### src/rtl/pipe_pkg.sv
// Shared types for the elastic pipeline stage: entry-count state and occupancy width.
package pipe_pkg;

    localparam int OCC_W = 2;

    typedef enum logic [1:0] {
        EMPTY = 2'd0,
        ONE   = 2'd1,
        FULL  = 2'd2
    } state_t;

endpackage

### src/rtl/pipe_data_reg.sv
// Enable-gated payload register with asynchronous active-low reset to a fixed value.
module pipe_data_reg #(
    parameter int               WIDTH     = 32,
    parameter logic [WIDTH-1:0] RESET_VAL = '0
) (
    input  logic             clk,
    input  logic             rst,
    input  logic             en,
    input  logic [WIDTH-1:0] d,
    output logic [WIDTH-1:0] q
);

    always_ff @(posedge clk or negedge rst) begin
        if (!rst) begin
            q <= RESET_VAL;
        end else if (en) begin
            q <= d;
        end
    end

endmodule

### src/rtl/pipe_stage_reg.sv
// Elastic valid/ready pipeline register: single-entry (SKID=0) or 2-entry skid buffer
// with registered in_ready (SKID=1), plus synchronous flush.
module pipe_stage_reg
    import pipe_pkg::*;
#(
    parameter int               WIDTH     = 32,
    parameter logic [WIDTH-1:0] RESET_VAL = '0,
    parameter bit               SKID      = 1'b1
) (
    input  logic             clk,
    input  logic             rst,
    input  logic             flush,
    input  logic             in_valid,
    output logic             in_ready,
    input  logic [WIDTH-1:0] in_data,
    output logic             out_valid,
    input  logic             out_ready,
    output logic [WIDTH-1:0] out_data,
    output logic [OCC_W-1:0] occupancy
);

    state_t           state;
    state_t           state_nxt;
    logic             accept;
    logic             emit;
    logic             main_en;
    logic             skid_en;
    logic [WIDTH-1:0] main_d;
    logic [WIDTH-1:0] skid_q;

    assign out_valid = (state == ONE) || (state == FULL);
    assign accept    = in_valid && in_ready;
    assign emit      = out_valid && out_ready;
    assign main_d    = (state == FULL) ? skid_q : in_data;

    always_comb begin
        state_nxt = EMPTY;
        main_en   = 1'b0;
        skid_en   = 1'b0;
        case (state)
            EMPTY: begin
                if (accept) begin
                    state_nxt = ONE;
                    main_en   = 1'b1;
                end
            end
            ONE: begin
                state_nxt = ONE;
                if (accept && (emit || !SKID)) begin
                    main_en = 1'b1;
                end else if (accept) begin
                    state_nxt = FULL;
                    skid_en   = 1'b1;
                end else if (emit) begin
                    state_nxt = EMPTY;
                end
            end
            FULL: begin
                state_nxt = FULL;
                if (emit) begin
                    state_nxt = ONE;
                    main_en   = 1'b1;
                end
            end
            default: state_nxt = EMPTY;
        endcase
        // Squash wins over everything; payload registers are left stale, not cleared.
        if (flush) begin
            state_nxt = EMPTY;
            main_en   = 1'b0;
            skid_en   = 1'b0;
        end
    end

    always_ff @(posedge clk or negedge rst) begin
        if (!rst) begin
            state <= EMPTY;
        end else begin
            state <= state_nxt;
        end
    end

    always_comb begin
        case (state)
            ONE:     occupancy = OCC_W'(1);
            FULL:    occupancy = OCC_W'(2);
            default: occupancy = OCC_W'(0);
        endcase
    end

    pipe_data_reg #(
        .WIDTH     (WIDTH),
        .RESET_VAL (RESET_VAL)
    ) u_main (
        .clk (clk),
        .rst (rst),
        .en  (main_en),
        .d   (main_d),
        .q   (out_data)
    );

    generate
        if (SKID) begin : g_skid
            logic in_ready_q;

            // Registered ready: upstream never sees a combinational path from out_ready.
            always_ff @(posedge clk or negedge rst) begin
                if (!rst) begin
                    in_ready_q <= 1'b0;
                end else begin
                    in_ready_q <= (state_nxt != FULL);
                end
            end

            assign in_ready = in_ready_q;

            pipe_data_reg #(
                .WIDTH     (WIDTH),
                .RESET_VAL (RESET_VAL)
            ) u_skid (
                .clk (clk),
                .rst (rst),
                .en  (skid_en),
                .d   (in_data),
                .q   (skid_q)
            );
        end else begin : g_noskid
            assign in_ready = rst && (out_ready || !out_valid);
            assign skid_q   = RESET_VAL;
        end
    endgenerate

endmodule

### config.mk
export PLATFORM = sky130hd
export DESIGN_NAME = pipe_stage_reg
export DESIGN_NICKNAME = d
export VERILOG_FILES = /design/src/rtl/pipe_pkg.sv /design/src/rtl/pipe_data_reg.sv /design/src/rtl/pipe_stage_reg.sv
export SDC_FILE = /design/constraint.sdc
export NUM_CORES = 1
export LEC_CHECK = 0
export ABC_AREA = 1
export CAP_MARGIN = 5
export CORE_AREA = 3 3 116 62
export DETAILED_ROUTE_END_ITERATION = 6
export DIE_AREA = 0 0 119 65
export PLACE_DENSITY = 0.78
export REMOVE_ABC_BUFFERS = 1
export SYNTH_ARGS = -nofsm -noshare
export SYNTH_HDL_FRONTEND = slang
export SYNTH_SLANG_ARGS = --single-unit
### constraint.sdc
create_clock -name clk -period 2.1 [get_ports clk]
set_input_delay 0.42 -clock clk [delete_from_list [all_inputs] [get_ports clk]]
set_output_delay 0.42 -clock clk [all_outputs]
set_load 0.01 [all_outputs]
==> key figures <==
Run status
  – Status: complete, no violations

Synthesis
  – Seq/Total Area, Yosys: 54.36%
  – Cells after Synth: 372
  – Synth Warn #: 0
  – Mapped cell area: around 3100 sq um
  – Synth cell types: 18
  – Register bit count reported by yosys: 67
  – Syn_area_per_cell: 8.291 sq um

Route
  – Total wire length: 7298 microns
  – Iter 0 DRT Violations: approximately 180
  – DR pass1 iterations: 5
  – Number of remaining DRC errors: 0
  – DR vias: 2640
  – Final ANT Viol Nets: 0
  – Wirelength per Cell: ~14 microns
  – Vias/cell: slightly below 5

Cells and area
  – Layout cells sized above 1: 6.951%
  – Syn-to-layout area delta: 37.57%
  – Non-Filler Instances: 534
  – Sequential standard cell area: between 1500 and 2000 sq um
  – Diode count: 0
  – Area of the multi-input gates: 1154 sq um
  – Fillers: 458
  – Final #Nets: about 480
  – Cell area after layout: 4243 sq um

Setup path
  – Worst path cell trace: inv_1 > ha_2 > clkdlybuf4s50_1
  – Worst setup EP type: output pin
  – Reg2reg path depth: 10
  – Max stage delay on crit path: between 0.5 and 0.6 ns
  – CP Depth: 3
  – Top delay family on crit path: buffers and inverters
  – CP Max Fanout: 5
  – Critical Path AT: 1.59 ns
  – Critical path startpoint category: register
  – Critical path buffers and inverters: 2
  – CP required: 1.68 ns
  – Crit-path slowest cell: clkdlybuf4s50_1
  – Setup CP Type: reg -> out

Global routing
  – Global-route wire length before repair: 12540 microns
  – Grt ovf: 0
  – Gr usage total: 20.28%
  – Largest net degree at the start of global routing: 65
  – Vias in the first global route: 2565
  – Initial antenna violation count: 0

STA
  – Fmax: 497.7 MHz
  – Tcrit/Tclk final: 95.67%
  – Final Skew: 0.006672 ns
  – Min Tclk post-route: 2.009 ns
  – Rel. slew slack: just over 60%
  – Fin. max-slew vios: 0
  – Slew @ Worst Pin: 0.5851 ns
  – RSZ-0062 raised after global routing: no
  – Final setup viols: 0
  – Final hold viol count: 0

Clock network
  – CTS tree: yes
  – Max clock buf depth: 2
  – CTS buffer count: 9
  – Hold buffers post-CTS: 0
  – Clock Latency Late Sink: 0.32 ns
  – Sink Count: 67
  – Clock-pin slew on the worst setup and hold paths: 0.06 ns
  – Root Buffer: clkbuf_16
  – H-tree depth: 3

Hold path
  – Hold WC Path Type: in -> async

Power and ir drop
  – VDD IR-drop max: 0.8281 mV
  – Power Density: 1101 nW/um^2
  – Lkg Pwr: 2.105 nW

Floorplan
  – Die X: 119 microns
  – Die area: ~7700 sq um
  – Core Box Area: 6131 sq um
  – Initial Util: 50.31%
  – Die height: 65 microns
  – Num ports: 73
  – Row count: 20

Placement
  – Post-detail-place hpwl: 4872 microns
  – GPL Wtd Cong: around 0.76
  – Port bufs: 72
  – Placed cell area: around 4000 sq um
  – Dpl cells: around 520

Flow run
  – Max_cap viols: 0
==> cells by family (layout without fill, tap and decap cells) <==
family          count (synthesis)  after routing  synth area share, %
simple gates                  174            174                23.69
flops                          67             67                54.36
compound gates                 65             65                10.63
buf+inv                        60            134                8.884
fa+ha+maj                       6              6                2.434
==> worst register-to-register path: stages (launching register included) <==
cell and delay (ns):
dfrtp_1 0.38, inv_1 0.10, ha_1 0.32, nand2_1 0.10, inv_1 0.05, ha_1 0.19, nand2_1 0.11, nand3_4 0.11
nand2_4 0.30, nand2_1 0.13, nand2_1 0.08
==> Yosys cell counts <==
| cell | count | share of area [%] |
|---|---|---|
| a22oi_1 | 1 | 0.24 |
| and3_1 | 1 | 0.20 |
| buf_2 | 9 | 1.5 |
| buf_4 | 4 | 0.97 |
| buf_6 | 3 | 1.1 |
| clkbuf_1 | 6 | 0.73 |
| dfrtp_1 | 67 | 54 |
| ha_1 | 6 | 2.4 |
| inv_1 | 38 | 4.6 |
| nand2_1 | 133 | 16 |
| nand2_2 | 1 | 0.20 |
| nand2_4 | 1 | 0.37 |
| nand3_1 | 33 | 5.4 |
| nand3_4 | 1 | 0.57 |
| nand3b_2 | 1 | 0.37 |
| nor2_1 | 2 | 0.24 |
| nor2_2 | 1 | 0.20 |
| o21ai_0 | 64 | 10 |
==> state kept, by name (all words and copies together), names as in the netlist <==
name             count
g_skid.u_skid.q     32
u_main.q            32
state                2
in_ready             1
==> power breakdown <==
group | internal (mW) | leakage, nW | total (mW) | switching [mW]
Sequential | 1.70 | 0.838 | 1.93 | 0.228
Clock | 1.10 | 0.159 | 1.63 | 0.526
Combinational | 0.575 | 1.11 | 1.12 | 0.541
==> placed cells by master, fill, tap and decap left out, drive strengths merged <==
cell           Yosys  final
nor2               3      3
ha                 6      6
dfrtp             67     67
dlymetal6s2s       0      2
nand3             34     34
nand2            135    135
clkbuf             6     12
clkinv             0      1
a22oi              1      1
clkdlybuf4s50      0     69
inv               38     38
and3               1      1
o21ai             64     64
clkinvlp           0      1
nand3b             1      1
buf               16      9
bufinv             0      2
==> routing by layer <==
| layer | global-route usage (%) | part of all wire [%] | routed length (microns) | up-vias |
|---|---|---|---|---|
| met5 | 0 | 0 | 0 | - |
| met4 | 4.906 | 0.40 | 29 | 0 |
| met3 | 5.841 | 4.5 | 326 | 6 |
| met2 | 34.79 | 50 | 3685 | 61 |
| met1 | 25.62 | 45 | 3255 | 1263 |
| li1 | - | - | - | 1310 |
==> per-stage QoR <==
step | TNS (ns) | utilization [%] | setup WS, ns | total power [mW] | hold WS, ns
3_3_place_gp | 0 | 63.43 | 0.1763 | 2.986 | 0.4405
5_1_grt | 0 | 69.20 | 0.01793 | 4.957 | 0.1295
6_report | 0 | 69.20 | 0.09093 | 4.669 | 0.09927
4_1_cts | -0.003349 | 69.00 | -0.003349 | 4.709 | 0.1081
2_1_floorplan | -13.89 | - | -0.4337 | 2.406 | 0.1244
3_5_place_dp | 0 | 63.43 | 0.08948 | 3.054 | 0.4461
==> area by class of cell <==
type                       count  area share (%)
clock buffer                  12           6.045
clock inverter                 4           1.710
inverter                      38           3.362
multi-input combinational    245           27.19
sequential                    67           39.52
tap                           88           2.595
timing repair buffer          80           19.58
==> timing repair <==
item	in CTS	in global routing
buffers inserted	0	1
endpoints found under the hold margin	0	0
setup endpoints to repair	1	3
gates resized for setup	2	2
==> final timing paths <==
| check | from | end | slack (ns) |
|---|---|---|---|
| max reg2reg | state[0]$_DFF_PN0_ | u_main.q[15]$_DFFE_PN0P_ | 0.18 |
| min | rst | g_skid.u_skid.q[25]$_DFFE_PN0P_ | 0.1 |
| min in group clk | u_main.q[26]$_DFFE_PN0P_ | u_main.q[26]$_DFFE_PN0P_ | 0.47 |
| min reg2reg | u_main.q[26]$_DFFE_PN0P_ | u_main.q[26]$_DFFE_PN0P_ | 0.47 |
| max in group asynchronous | rst | u_main.q[10]$_DFFE_PN0P_ | 1.27 |
| max | state[1]$_DFF_PN0_ | occupancy[0] | 0.09 |
Power figures use the tool's default switching activity.
